[config.mk]
export PLATFORM = sky130hd
export DESIGN_NAME = opb_register_bank_simulink2ppc_flat
export DESIGN_NICKNAME = d
export VERILOG_FILES = /design/src/rtl/opb_register_bank_simulink2ppc_if.sv /design/src/rtl/opb_register_bank_simulink2ppc.sv /design/src/flat_wrapper.sv
export SDC_FILE = /design/constraint.sdc
export NUM_CORES = 1
export LEC_CHECK = 0
export CAP_MARGIN = 0
export CORE_MARGIN = 2
export CORE_UTILIZATION = 45
export DETAILED_ROUTE_END_ITERATION = 8
export DONT_BUFFER_PORTS = 1
export GPL_ROUTABILITY_DRIVEN = 0
export HOLD_SLACK_MARGIN = 0.05
export PLACE_DENSITY = 0.72
export SLEW_MARGIN = 20
export SYNTH_ARGS = -nofsm -noshare
export SYNTH_HDL_FRONTEND = slang
export SYNTH_SLANG_ARGS = --single-unit
[constraint.sdc]
create_clock -name OPB_Clk -period 1.9 [get_ports OPB_Clk]
set_clock_uncertainty 0.05 [all_clocks]
set_input_delay 0.19 -clock OPB_Clk [delete_from_list [all_inputs] [get_ports OPB_Clk]]
set_output_delay 0.19 -clock OPB_Clk [all_outputs]
set_load 0.1 [all_outputs]
[src/rtl/opb_register_bank_simulink2ppc_if.sv]
`default_nettype none
// ============================================================================
// Module   : opb_register_bank_simulink2ppc_if
// Brief    : OPB slave-side bus bundle for the user-to-PPC register bank.
//            Bit 0 of every vector is the MSB (OPB big-endian numbering).
// Revision : 1.0  initial release
// ============================================================================
interface opb_register_bank_simulink2ppc_if #(
  parameter int AWIDTH = 32,
  parameter int DWIDTH = 32
);
  logic [0:AWIDTH-1]   OPB_ABus;
  logic [0:DWIDTH/8-1] OPB_BE;
  logic [0:DWIDTH-1]   OPB_DBus;
  logic                OPB_RNW;
  logic                OPB_select;
  logic                OPB_seqAddr;
  logic [0:DWIDTH-1]   Sl_DBus;
  logic                Sl_errAck;
  logic                Sl_retry;
  logic                Sl_toutSup;
  logic                Sl_xferAck;

  modport master (
    output OPB_ABus, OPB_BE, OPB_DBus, OPB_RNW, OPB_select, OPB_seqAddr,
    input  Sl_DBus, Sl_errAck, Sl_retry, Sl_toutSup, Sl_xferAck
  );

  modport slave (
    input  OPB_ABus, OPB_BE, OPB_DBus, OPB_RNW, OPB_select, OPB_seqAddr,
    output Sl_DBus, Sl_errAck, Sl_retry, Sl_toutSup, Sl_xferAck
  );
endinterface
`default_nettype wire

[src/rtl/opb_register_bank_simulink2ppc.sv]
`default_nettype none
// ============================================================================
// Module   : opb_register_bank_simulink2ppc
// Brief    : Bank of N_REGS user-to-PPC registers read over OPB, with atomic
//            capture, shadowed multi-word read (reading word 0 freezes the
//            rest), new-data/overrun status and a freeze/clear control word.
// Revision : 1.0  initial release
// ============================================================================
module opb_register_bank_simulink2ppc #(
  parameter logic [31:0] C_BASEADDR   = 32'h010B0100,
  parameter logic [31:0] C_HIGHADDR   = 32'h010B01FF,
  parameter int          C_OPB_AWIDTH = 32,
  parameter int          C_OPB_DWIDTH = 32,
  parameter int          N_REGS       = 2,
  parameter              C_FAMILY     = "virtex5"
) (
  input  wire logic                    OPB_Clk,
  input  wire logic                    OPB_Rst_n,
  opb_register_bank_simulink2ppc_if.slave opb,
  input  wire logic [N_REGS*32-1:0]    user_data_in,
  input  wire logic                    user_valid,
  output logic                         frozen
);

  localparam int AW = C_OPB_AWIDTH;
  localparam int DW = C_OPB_DWIDTH;

  // Transfer tracking
  logic          ack_q;
  logic [DW-1:0] dbus_q;
  logic          rd_data_q;   // data-register read is being acked
  logic [3:0]    rd_idx_q;    // word index of that read
  logic          ctrl_wr_q;   // accepted control write is being acked
  logic [1:0]    wr_bits_q;   // [1] clear pulse, [0] freeze value

  // Bank state
  logic [31:0]       snap_q   [N_REGS];
  logic [31:0]       shadow_q [N_REGS];
  logic [N_REGS-1:0] newf_q, newf_d;
  logic              ovr_q, ovr_d;
  logic              freeze_q, freeze_d;

  // Address decode
  logic [AW-1:0] w_off, w_word;
  logic          w_hit, w_start, w_is_data, w_is_stat, w_is_ctrl;
  logic [31:0]   w_rdata, w_stat;

  assign w_hit     = opb.OPB_select
                  && (AW'(opb.OPB_ABus) >= AW'(C_BASEADDR))
                  && (AW'(opb.OPB_ABus) <= AW'(C_HIGHADDR));
  assign w_off     = AW'(opb.OPB_ABus) - AW'(C_BASEADDR);
  assign w_word    = w_off >> 2;
  // A new transfer starts only when not already acking, so acks never repeat
  assign w_start   = w_hit && !ack_q;
  assign w_is_data = (w_word <  AW'(N_REGS));
  assign w_is_stat = (w_word == AW'(N_REGS));
  assign w_is_ctrl = (w_word == AW'(N_REGS + 1));

  // Read multiplexer: word 0 is live, higher words come from the shadow copy
  always_comb begin
    w_stat             = '0;
    w_stat[N_REGS-1:0] = newf_q;
    w_stat[16]         = ovr_q;
    w_rdata            = '0;
    for (int i = 0; i < N_REGS; i++) begin
      if (w_word == AW'(i)) begin
        w_rdata = (i == 0) ? snap_q[0] : shadow_q[i];
      end
    end
    if (w_is_stat) w_rdata = w_stat;
    if (w_is_ctrl) w_rdata = {31'b0, freeze_q};
  end

  // Handshake: ack one cycle after a hit, latching what the ack edge must do
  always_ff @(posedge OPB_Clk or negedge OPB_Rst_n) begin
    if (!OPB_Rst_n) begin
      ack_q     <= 1'b0;
      dbus_q    <= '0;
      rd_data_q <= 1'b0;
      rd_idx_q  <= 4'd0;
      ctrl_wr_q <= 1'b0;
      wr_bits_q <= 2'b00;
    end else begin
      ack_q     <= w_start;
      dbus_q    <= (w_start && opb.OPB_RNW) ? DW'(w_rdata) : '0;
      rd_data_q <= w_start && opb.OPB_RNW && w_is_data;
      rd_idx_q  <= w_word[3:0];
      ctrl_wr_q <= w_start && !opb.OPB_RNW && w_is_ctrl && opb.OPB_BE[DW/8-1];
      wr_bits_q <= {opb.OPB_DBus[DW-2], opb.OPB_DBus[DW-1]};
    end
  end

  // Flag next state: clear first, read-clear next, capture-set last so set wins
  always_comb begin
    newf_d   = newf_q;
    ovr_d    = ovr_q;
    freeze_d = freeze_q;
    if (ctrl_wr_q && wr_bits_q[1]) begin
      newf_d = '0;
      ovr_d  = 1'b0;
    end
    if (rd_data_q) begin
      for (int i = 0; i < N_REGS; i++) begin
        if (rd_idx_q == 4'(i)) newf_d[i] = 1'b0;
      end
    end
    if (user_valid) begin
      if (freeze_q) ovr_d  = 1'b1;
      else          newf_d = '1;
    end
    if (ctrl_wr_q) freeze_d = wr_bits_q[0];
  end

  // Flag and control registers
  always_ff @(posedge OPB_Clk or negedge OPB_Rst_n) begin
    if (!OPB_Rst_n) begin
      newf_q   <= '0;
      ovr_q    <= 1'b0;
      freeze_q <= 1'b0;
    end else begin
      newf_q   <= newf_d;
      ovr_q    <= ovr_d;
      freeze_q <= freeze_d;
    end
  end

  // Capture and shadow: shadow takes pre-edge snap values on a word-0 read ack
  always_ff @(posedge OPB_Clk or negedge OPB_Rst_n) begin
    if (!OPB_Rst_n) begin
      for (int i = 0; i < N_REGS; i++) begin
        snap_q[i]   <= '0;
        shadow_q[i] <= '0;
      end
    end else begin
      for (int i = 0; i < N_REGS; i++) begin
        if (rd_data_q && (rd_idx_q == 4'd0)) shadow_q[i] <= snap_q[i];
        if (user_valid && !freeze_q)         snap_q[i]   <= user_data_in[32*i +: 32];
      end
    end
  end

  assign opb.Sl_DBus    = dbus_q;
  assign opb.Sl_xferAck = ack_q;
  assign opb.Sl_errAck  = 1'b0;
  assign opb.Sl_retry   = 1'b0;
  assign opb.Sl_toutSup = 1'b0;
  assign frozen         = freeze_q;

  // Bus bits with no function in this slave
  logic w_unused;
  assign w_unused = ^{opb.OPB_seqAddr, opb.OPB_DBus[0:DW-3],
                      opb.OPB_BE[0:DW/8-2], ^C_FAMILY};

endmodule
`default_nettype wire

[src/flat_wrapper.sv]
// flat-port wrapper written by rule: the top's interface ports become plain ports
module opb_register_bank_simulink2ppc_flat 
#(
  parameter logic [31:0] C_BASEADDR   = 32'h010B0100,
  parameter logic [31:0] C_HIGHADDR   = 32'h010B01FF,
  parameter int          C_OPB_AWIDTH = 32,
  parameter int          C_OPB_DWIDTH = 32,
  parameter int          N_REGS       = 2,
  parameter              C_FAMILY     = "       "
)
  (OPB_Clk, OPB_Rst_n, user_data_in, user_valid, frozen, opb_OPB_ABus, opb_OPB_BE, opb_OPB_DBus, opb_OPB_RNW, opb_OPB_select, opb_OPB_seqAddr, opb_Sl_DBus, opb_Sl_errAck, opb_Sl_retry, opb_Sl_toutSup, opb_Sl_xferAck);
  opb_register_bank_simulink2ppc_if opb_i ();
  input  wire logic OPB_Clk;
  input  wire logic OPB_Rst_n;
  input  wire logic [N_REGS*32-1:0] user_data_in;
  input  wire logic user_valid;
  output logic frozen;
  input wire logic [$bits(opb_i.OPB_ABus)-1:0] opb_OPB_ABus;
  input wire logic [$bits(opb_i.OPB_BE)-1:0] opb_OPB_BE;
  input wire logic [$bits(opb_i.OPB_DBus)-1:0] opb_OPB_DBus;
  input wire logic [$bits(opb_i.OPB_RNW)-1:0] opb_OPB_RNW;
  input wire logic [$bits(opb_i.OPB_select)-1:0] opb_OPB_select;
  input wire logic [$bits(opb_i.OPB_seqAddr)-1:0] opb_OPB_seqAddr;
  output wire logic [$bits(opb_i.Sl_DBus)-1:0] opb_Sl_DBus;
  output wire logic [$bits(opb_i.Sl_errAck)-1:0] opb_Sl_errAck;
  output wire logic [$bits(opb_i.Sl_retry)-1:0] opb_Sl_retry;
  output wire logic [$bits(opb_i.Sl_toutSup)-1:0] opb_Sl_toutSup;
  output wire logic [$bits(opb_i.Sl_xferAck)-1:0] opb_Sl_xferAck;
  assign opb_i.OPB_ABus = opb_OPB_ABus;
  assign opb_i.OPB_BE = opb_OPB_BE;
  assign opb_i.OPB_DBus = opb_OPB_DBus;
  assign opb_i.OPB_RNW = opb_OPB_RNW;
  assign opb_i.OPB_select = opb_OPB_select;
  assign opb_i.OPB_seqAddr = opb_OPB_seqAddr;
  assign opb_Sl_DBus = opb_i.Sl_DBus;
  assign opb_Sl_errAck = opb_i.Sl_errAck;
  assign opb_Sl_retry = opb_i.Sl_retry;
  assign opb_Sl_toutSup = opb_i.Sl_toutSup;
  assign opb_Sl_xferAck = opb_i.Sl_xferAck;
  opb_register_bank_simulink2ppc #(.C_BASEADDR(C_BASEADDR), .C_HIGHADDR(C_HIGHADDR), .C_OPB_AWIDTH(C_OPB_AWIDTH), .C_OPB_DWIDTH(C_OPB_DWIDTH), .N_REGS(N_REGS), .C_FAMILY(C_FAMILY)) u_core (.OPB_Clk(OPB_Clk), .OPB_Rst_n(OPB_Rst_n), .opb(opb_i), .user_data_in(user_data_in), .user_valid(user_valid), .frozen(frozen));
endmodule
==> out/qor.yml, run 1 <==
timing:
  hold_viol: 141
  fmax_mhz: 552.4
  report.final.slew_viol_count: 0
  finalCritPeriodShare_pct: 95.27
  rsz0062_at_grt: "false"
  timing.slew.headroom_pct: 60.25
  post-route-min-period_ps: 1810
  tightest_slew_ps: 596.2
  setup_viol: 0
  finalSetupTns_ps: 0
  setup_slack_ps: 89.86
  hold_ws_ps: -580.8
setup_path:
  r2r_end: "u_core.opb.Sl_DBus[11]"
  slowest_stage: "dfrtp_4"
  timing.rr.start: "u_core.opb.Sl_xferAck"
  worstSetupStartpoint: "u_core.opb.Sl_xferAck"
  crit_arrival_ps: 2070
  worstSetupEndpoint: "u_core.opb.Sl_DBus[11]"
  cp-start-kind: "flip-flop"
  slowest_delay_ps: 470
  crit_cells: 6
  r2r.worst_path.cells: 6
  critical_path.cell_chain: "nor4bb_1, nand4_1, a211oi_2, nand3_2, buf_12, nor4_2"
  end_kind: "flip-flop"
  path_class: "flip-flop to flip-flop"
  r2r_slack_ps: 90
  cp.required_ps: 2160
  crit_fanout: 15
  crit_buf_inv: 1
  cp_top_family: "simple AND/OR/NAND/NOR gates"
floorplan:
  ios: 175
  die_w_um: 119.0
  rows: 42
  die_y_um: 119.0
  core_mm2: 0.01309
  start_util_pct: 45.50
  die-area_mm2: 0.01417
pwr:
  power_frac_clock_pct: 46.5
  power.switching_mw: 1.556
  peakVddDrop_mv: 0.6056
  power.internal_mw: 5.414
  cellPowerDensity_mw_per_mm2: 888.0
  pwr-share-comb_pct: 7.3
  seqPwrFrac_pct: 46.2
  leakagePower_nw: 3.441
  switching_share_pct: 22.33
clock_network:
  hold_buffers: 78
  htreeDepth: 4
  cts_buffers: 17
  cts_tree: "built"
  cts_num_sinks: 141
  clkTransAtPathRegs_ps: 60
  clk_latency_ps: 410
  clockRootBuffer: "clkbuf_16"
  cts_buffer_depth: 2
grt:
  grt_pass1_vias: 4062
  track_usage_pct: 19.08
  grt_pass1_wl_um: 21020
  grt_max_degree: 142
  grt_antenna_before_repair: 1
  overflow: 0
outcome:
  violations: "hold timing"
  status: "finished, violations left"
drt:
  num_vias: 3776
  drt_iter0_markers: 155
  wl_per_cell_um: 17.84
  drc: 0
  drt_wl_total_um: 12670
  drtAntennaViolNets: 0
  vias_per_cell: 5.318
  firstDrtPassIters: 4
placed_design:
  hpwl_um: 7599
  portBuffers: 0
  dp_slack_ps: -35.51
synth:
  synth_top_family_by_area: "multiplexers"
  syn_inst: 403
  yosys-mux-area-fraction_pct: 23.56
  yosysUniqueCellTypes: 49
  yosysSeqAreaShare_pct: 59.27
  synth_xor_area_share_pct: 0
  synth_edf_count: 0
  netlist_top_cells_area: "dfrtp_1, mux2_2, nor4_2"
  syn-cell-area_mm2: 0.005953
  synth_most_common_cell: "dfrtp_1"
  ys_top_cells_by_count: "dfrtp_1, mux2_2, mux2i_1"
  synthSimpleGateAreaFrac_pct: 10.89
  synth_largest_area_cell: "dfrtp_1"
  synth_top_area_share_pct: 59.27
  synthArstFlopShare_pct: 100.0
  synth_compound_area_share_pct: 3.741
  synth_seq_cells: 141
  synth_flop_cell: "dfrtp_1"
  yosys_warnings: 0
  avgSynthCellArea_um2: 14.77
  synth_adder_area_share_pct: 0
min_path:
  hold_path.class: "input port to asynchronous set/reset pin"
final_layout:
  fill_cells: 1009
  fin_util_pct: 59.99
  area_growth_pct: 31.86
  fin_nets: 658
  drive_gt1_share_pct: 41.28
flow_run:
  drv_cap: 0
-- cell families after synthesis --
group / Yosys count
AO/OA/AOI/OAI: 28
buffers and inverters: 30
flip-flops: 141
multiplexers: 128
other: 1
AND/OR/NAND/NOR: 75
-- layout by cell type (no fill, tap or decap), drive strengths merged, types with 3 or more instances in the layout --
master and n:
a21oi 7, buf 47, clkbuf 19, clkinv 5, clkinvlp 4, conb 3, dfrtp 141, dlygate4sd3 76
inv 5, mux2 97, mux2i 31, nand2 6, nand4 3, nor2 9, nor2b 4, nor3 3
nor4 35, o21ai 3
-- final cells by class --
cell class | instances | area [µm²] | share of cell area [%]
Multi-Input combinational cell | 234 | 2316 | 29.50
Tap cell | 176 | 220.2 | 2.805
Inverter | 3 | 11.26 | 0.1434
Timing Repair Buffer | 123 | 1184 | 15.08
Sequential cell | 141 | 3533 | 45.01
Clock inverter | 13 | 140.1 | 1.785
Antenna cell | 1 | 2.502 | 0.03188
Clock buffer | 19 | 442.9 | 5.642
-- metrics by stage --
| stage | cell area (µm²) | hold slack, ps | total power, mW | instances |
|---|---|---|---|---|
| finish | 7850 | -580.8 | 6.970 | 710 |
| global route | 7850 | -608.8 | 7.229 | 710 |
| CTS | 7841 | -612.4 | 7.055 | 709 |
| detailed placement | 6450 | -153.1 | 3.605 | 599 |
| global placement | 6450 | -153.1 | 3.585 | 599 |
| floorplan | 5978 | -155.6 | 3.571 | 405 |
-- sequential cells by signal, summed over array words and instances (netlist names) --
register and cells:
u_core.ctrl_wr_q 1, u_core.frozen 1, u_core.newf_q 2, u_core.opb.Sl_DBus 32, u_core.opb.Sl_xferAck 1, u_core.ovr_q 1, u_core.rd_data_q 1, u_core.rd_idx_q 4
u_core.shadow_q 32, u_core.snap_q 64, u_core.wr_bits_q 2
-- how the worst min path moves through the flow --
stage / cells past startpoint / slack [ps] / end
2_1_floorplan: 0 / -160 / u_core.ctrl_wr_q
3_3_place_gp: 0 / -150 / u_core.snap_q[62]
3_5_place_dp: 0 / -150 / u_core.opb.Sl_DBus[1]
4_1_cts: 0 / -610 / u_core.opb.Sl_DBus[8]
5_1_grt: 0 / -610 / u_core.snap_q[29]
6_report: 0 / -580 / u_core.snap_q[62]
-- power by group through the flow --
stage,Clock (mW),Combinational (mW),Sequential (mW)
6_report,3.24,0.510,3.22
5_1_grt,3.44,0.549,3.24
4_1_cts,3.33,0.508,3.22
3_5_place_dp,0,0.333,3.27
3_3_place_gp,0,0.322,3.26
2_1_floorplan,0,0.324,3.25
-- metal layers --
metal  track usage [%]  part of all wire (%)  up-vias
met3             5.795                   4.6       18
met1             23.80                    43     1944
li1                  -                     -     1723
met5                 0                     0        -
met4             6.771                   1.7        0
met2             31.50                    51       91
-- what timing repair did --
action,4_1_cts,5_1_grt
endpoints found under the hold margin,247,141
setup endpoints to repair,0,3
buffers inserted,0,0
resized for setup,0,1
No activity file was read; power rests on OpenSTA's default activity.
==> run 2, diff against run 1 <==
--- a/config.mk
+++ b/config.mk
@@ -5,8 +5,9 @@
 export SDC_FILE = /design/constraint.sdc
 export NUM_CORES = 1
 export LEC_CHECK = 0
+export ABC_CLOCK_PERIOD_IN_PS = 1900
 export CAP_MARGIN = 0
-export CORE_MARGIN = 2
+export CORE_MARGIN = 1
 export CORE_UTILIZATION = 45
 export DETAILED_ROUTE_END_ITERATION = 8
 export DONT_BUFFER_PORTS = 1
==> run 2 against run 1 <==
  * The run ends with hold timing, setup timing left
  * Critical path depth unchanged
  * Routed wire length up 3.3%
  * Core utilization up 2.2 points
  * Non-clock buffer count up 4
  * First-iteration DRC count up 22%
  * Combinational power up 2%
  * Critical endpoint is now u_core.opb.Sl_DBus[20]
==> out/qor.yml, run 2 (synthesis gave the netlist of run 1 again) <==
timing:
  hold_ws_ps: -576.3  # +4.493 ps
  rsz0062_at_grt: "true"
  report.final.slew_viol_count: 0  # unchanged
  post-route-min-period_ps: 1944  # +133.6 ps
  fmax_mhz: 514.5  # -6.9%
  setup_slack_ps: -43.70  # -133.6 ps
  hold_viol: 141  # unchanged
  setup_viol: 23  # +23
  finalCritPeriodShare_pct: 102.3  # +7.0 points
final_layout:
  multi_input_area_mm2: 0.002322  # +0.27%
  fin_nets: 662  # +0.61%
  fin_util_pct: 62.20  # +2.2 points
  regMostFlops: "u_core.snap_q"
  mostFrequentLayoutCell: "dfrtp_1"
  seq_area_mm2: 0.003533  # unchanged
  drive_gt1_share_pct: 41.15  # -0.12 points
  area_growth_pct: 33.46
  fill_cells: 932  # -7.6%
  diodes: 0  # -1
  final_cell_mix: "dfrtp_1, mux2_2, dlygate4sd3_1"
  largest_reg_flops: 64  # unchanged
outcome:
  status: "finished, violations left"
  violations: "hold timing, setup timing"
flow_run:
  drv_cap: 0  # unchanged
setup_path:
  cp-start-kind: "flip-flop"
  cp_top_family: "simple AND/OR/NAND/NOR gates"
  crit_fanout: 15  # unchanged
  r2r_slack_ps: -40  # -130 ps
  critical_path.cell_chain: "nor4bb_2, nand4_1, a211oi_2, nand3_2, buf_6, nor4_2"
  slowest_stage: "dfrtp_4"
  cp.required_ps: 2160  # about the same
  path_class: "flip-flop to flip-flop"
  end_kind: "flip-flop"
  crit_arrival_ps: 2200  # +130 ps
  crit_buf_inv: 1  # unchanged
  slowest_delay_ps: 470  # about the same
clock_network:
  htreeDepth: 4  # unchanged
  cts_buffer_depth: 2  # unchanged
  clockRootBuffer: "clkbuf_16"
  clk_latency_ps: 410  # about the same
  clkTransAtPathRegs_ps: 60  # about the same
  cts_tree: "built"
  cts_num_sinks: 141  # unchanged
  hold_buffers: 81  # +3.8%
  cts_buffers: 17  # unchanged
floorplan:
  core_mm2: 0.01277  # -2.4%
  start_util_pct: 46.61  # +1.1 points
  ios: 175  # unchanged
  rows: 41  # -2.4%
  die_y_um: 117.0  # -1.7%
  die_w_um: 117.0  # -1.7%
  die-area_mm2: 0.01369  # -3.3%
pwr:
  leakagePower_nw: 3.495  # +1.6%
  cellPowerDensity_mw_per_mm2: 932.3  # +5.0%
  peakVddDrop_mv: 0.7229  # +19%
grt:
  grt_max_degree: 142  # unchanged
  grt_pass1_vias: 4029  # -0.81%
  grt_antenna_before_repair: 0  # -1
  overflow: 0  # unchanged
  track_usage_pct: 20.19  # +1.1 points
  grt_pass1_wl_um: 20420  # -2.9%
min_path:
  hold_path.class: "input port to asynchronous set/reset pin"
drt:
  drtAntennaViolNets: 0  # unchanged
  drc: 0  # unchanged
  drt_wl_total_um: 13090  # +3.3%
  wl_per_cell_um: 18.46  # +3.5%
  vias_per_cell: 5.343  # +0.46%
  firstDrtPassIters: 4  # unchanged
  num_vias: 3788  # +0.32%
  drt_iter0_markers: 189  # +22%
placed_design:
  portBuffers: 0  # unchanged
  dp_slack_ps: -22.25  # +13.26 ps
  hpwl_um: 7876  # +3.7%
[run 2: cell count changes in the layout (fill, tap and decap cells not counted), moves of 2 or more]
cell,before,now
bufinv_16,2,5
dlygate4sd3_1,76,79
buf_12,4,2
buf_6,0,2
clkinvlp_4,4,1
clkbuf_8,1,3
inv_6,2,0
[run 2: power breakdown]
group | internal (mW) | leakage [nW] | switching, mW
sequential | 3.15 | 1.80 | 0.0731
combinational | 0.304 | 1.38 | 0.217
clock | 2.43 | 0.320 | 1.23
[run 2: final timing paths]
kind                                       startpoint                endpoint  cells past startpoint
worst min register to register    u_core.wr_bits_q[0]           u_core.frozen                      1
min in group OPB_Clk                  opb_OPB_ABus[2]  u_core.opb.Sl_DBus[31]                      3
max in group asynchronous                   OPB_Rst_n     u_core.shadow_q[20]                      0
worst max register to register  u_core.opb.Sl_xferAck  u_core.opb.Sl_DBus[20]                      6
worst max-delay path            u_core.opb.Sl_xferAck  u_core.opb.Sl_DBus[20]                      6
worst min-delay path                        OPB_Rst_n   u_core.opb.Sl_xferAck                      0
[run 2: area by class of cell]
class	instances	area share, %
Clock buffer	22	5.969
Clock inverter	10	2.331
Inverter	3	0.1417
Multi-Input combinational cell	234	29.23
Sequential cell	141	44.47
Tap cell	172	2.709
Timing Repair Buffer	127	15.15
[run 2: stage by stage]
stage	hold slack, ps	instance area [µm²]	cells	setup TNS (ps)	total power [mW]
floorplan	-155.6	5978	405	0	3.571
global placement	-147.1	6420	595	0	3.586
detailed placement	-147.8	6420	595	-56.70	3.612
CTS	-594.5	7924	708	0	7.462
global route	-605.3	7945	709	-2659	7.653
finish	-576.3	7945	709	-325.4	7.407
[run 2: layer usage]
layer	wire length, µm	vias up	global-route usage [%]	share of wire, %
met2	6740	105	34.83	51
met5	0	-	0	0
met3	707	17	7.106	5.4
met1	5462	1939	23.51	42
met4	181	0	6.667	1.4
li1	-	1727	-	-
[run 2: what timing repair did]
item	4_1_cts	5_1_grt
buffers inserted	0	1
endpoints found under the setup margin	1	24
hold endpoints to repair	246	141
pin swaps	0	2
resized for setup	1	3
==> run 3, diff against run 2 <==
--- a/config.mk
+++ b/config.mk
@@ -8,12 +8,12 @@
 export ABC_CLOCK_PERIOD_IN_PS = 1900
 export CAP_MARGIN = 0
 export CORE_MARGIN = 1
-export CORE_UTILIZATION = 45
+export CORE_UTILIZATION = 57
 export DETAILED_ROUTE_END_ITERATION = 8
 export DONT_BUFFER_PORTS = 1
 export GPL_ROUTABILITY_DRIVEN = 0
 export HOLD_SLACK_MARGIN = 0.05
-export PLACE_DENSITY = 0.72
+export PLACE_DENSITY = 0.85
 export SLEW_MARGIN = 20
 export SYNTH_ARGS = -nofsm -noshare
 export SYNTH_HDL_FRONTEND = slang
==> run 3 against run 2 <==
  * The run ends with hold timing left
  * First-iteration DRC count fell by 11%
  * Count of clock-buffer cells in the layout fell by 2
  * Combinational power rose by 6.9%
  * Critical path type unchanged
==> out/qor.yml, run 3 (synthesis gave the netlist of run 1 again) <==
floorplan:
  ios: 175  # unchanged
  core_mm2: 0.009955  # -22%
  die-area_mm2: 0.01086  # -21%
  start_util_pct: 59.80  # +13 points
  die_w_um: 104.2  # -11%
  die_y_um: 104.2  # -11%
  rows: 36  # -12%
timing:
  timing.slew.headroom_pct: 59.00
  hold_ws_ps: -697.6  # -121.3 ps
  tightest_slew_ps: 607.3
  rsz0062_at_grt: "true"
  finalCritPeriodShare_pct: 97.91  # -4.4 points
  finalSetupTns_ps: 0  # +325.4 ps
  hold_viol: 141  # unchanged
  report.final.slew_viol_count: 0  # unchanged
  setup_slack_ps: 39.77  # +83.47 ps
  post-route-min-period_ps: 1860  # -83.47 ps
  setup_viol: 0  # -100%
  fmax_mhz: 537.6  # +4.5%
final_layout:
  final_cell_mix: "dfrtp_1, mux2_2, dlygate4sd3_1"
  fin_nets: 670  # +1.2%
  fill_cells: 529  # -43%
  stdcell_count: 678  # -4.4%
  drive_gt1_share_pct: 40.92  # -0.24 points
  largest_reg_flops: 64  # unchanged
  mostFrequentLayoutCell: "dfrtp_1"
  regMostFlops: "u_core.snap_q"
  diodes: 0  # unchanged
  design_area_mm2: 0.008026  # +1.0%
  area_growth_pct: 34.83
clock_network:
  htreeDepth: 4  # unchanged
  cts_buffers: 17  # unchanged
  cts_buffer_depth: 2  # unchanged
  hold_buffers: 89  # +9.9%
  cts_tree: "built"
  clk_latency_ps: 540  # +130 ps
  clockRootBuffer: "clkbuf_8"
  clkTransAtPathRegs_ps: 60  # about the same
  cts_num_sinks: 141  # unchanged
grt:
  track_usage_pct: 29.04  # +8.9 points
  grt_max_degree: 142  # unchanged
  grt_antenna_before_repair: 0  # unchanged
  grt_pass1_wl_um: 23630  # +16%
  grt_pass1_vias: 4453  # +11%
  overflow: 0  # unchanged
setup_path:
  slowest_delay_ps: 470  # about the same
  slowest_stage: "dfrtp_4"
  cp.required_ps: 2280  # +120 ps
  path_class: "flip-flop to flip-flop"
  crit_fanout: 14  # -1
  cp-start-kind: "flip-flop"
  crit_arrival_ps: 2240  # +40 ps
  timing.rr.start: "u_core.opb.Sl_xferAck"
  end_kind: "flip-flop"
  critical_path.cell_chain: "nor4bb_2, nand4_1, a211oi_2, nand3_2, buf_8, nor4_4"
  cp_top_family: "simple AND/OR/NAND/NOR gates"
  worstSetupStartpoint: "u_core.opb.Sl_xferAck"
  crit_buf_inv: 1  # unchanged
drt:
  drc: 0  # unchanged
  num_vias: 3943  # +4.1%
  firstDrtPassIters: 4  # unchanged
  wl_per_cell_um: 21.43  # +16%
  vias_per_cell: 5.816  # +8.9%
  drtAntennaViolNets: 0  # unchanged
  drt_iter0_markers: 168  # -11%
  drt_wl_total_um: 14530  # +11%
pwr:
  peakVddDrop_mv: 1.280  # +77%
  power.switching_mw: 1.569  # +3.2%
  seqPwrFrac_pct: 43.7  # +0.2 points
  cellPowerDensity_mw_per_mm2: 920.7  # -1.2%
  total_power_mw: 7.390  # -0.23%
  switching_share_pct: 21.23  # +0.71 points
  pwr-share-comb_pct: 7.5  # +0.5 points
  power.internal_mw: 5.821  # -1.1%
  power_frac_clock_pct: 48.8  # -0.7 points
  leakagePower_nw: 3.570  # +2.2%
placed_design:
  place_area_mm2: 0.006379  # -0.64%
  portBuffers: 0  # unchanged
  place_inst: 557  # -6.4%
  dp_slack_ps: -87.51  # -65.26 ps
  hpwl_um: 7781  # -1.2%
min_path:
  hold_path.class: "input port to asynchronous set/reset pin"
flow_run:
  drv_cap: 0  # unchanged
outcome:
  status: "finished, violations left"
  violations: "hold timing"
run 3: changes by cell type in the layout (fill, tap and decap cells not counted), sizes merged:
cell         delta
clkinvlp        +1
dlygate4sd3     +7
buf             +1
clkinv          +1
clkbuf          -2
run 3: power by group through the flow:
stage          clock [mW]  sequential [mW]  combinational [mW]
6_report             3.60             3.23               0.557
5_1_grt              3.77             3.24               0.591
4_1_cts              3.63             3.22               0.539
3_5_place_dp            0             3.28               0.338
3_3_place_gp            0             3.26               0.321
2_1_floorplan           0             3.25               0.324
run 3: layout make-up:
class	count	area [µm²]	area share, %
clock buffers	20	455.4	5.674
clock inverters	12	190.2	2.369
inverters	3	11.26	0.1403
multi-input cells	234	2377	29.62
flip-flops and latches	141	3533	44.02
well taps	133	166.4	2.073
repair buffers	135	1292	16.10
run 3: path summary, 6_finish.rpt:
path / endpoint / slack (ps) / cells after the start
min reg2reg: u_core.frozen / 440 / 1
max in group asynchronous: u_core.snap_q[16] / 2320 / 0
max: u_core.opb.Sl_DBus[26] / 40 / 6
min: u_core.opb.Sl_DBus[0] / -700 / 0
min in group OPB_Clk: u_core.ctrl_wr_q / 10 / 5
max reg2reg: u_core.opb.Sl_DBus[26] / 40 / 6
run 3: per-stage QoR:
stage / hold WS [ps] / utilization (%)
floorplan: -155.6 / -
global placement: -147.6 / 64.08
detailed placement: -149.4 / 64.08
CTS: -719.7 / 80.07
global route: -716.7 / 80.63
finish: -697.6 / 80.63
run 3: routing by layer:
metal	global-route usage, %	up-vias	share of wire, %
li1	-	1748	-
met2	51.29	140	53
met3	8.208	47	5.1
met4	13.47	0	2.9
met5	0	-	0
met1	32.45	2008	39
run 3: timing repair:
action	in CTS	in global routing
endpoints found under the setup margin	2	32
resized for setup	2	9
pin swaps	1	1
setup buffers	1	0
endpoints found under the hold margin	247	141
run 3: worst register-to-register path, delay by kind of cell, from the launching register on:
family / cells / cell delay [ps]
AOI/OAI and AO/OA: 1 / 220
buffers and inverters: 1 / 210
DFF: 1 / 470
and+or+nand+nor: 4 / 800
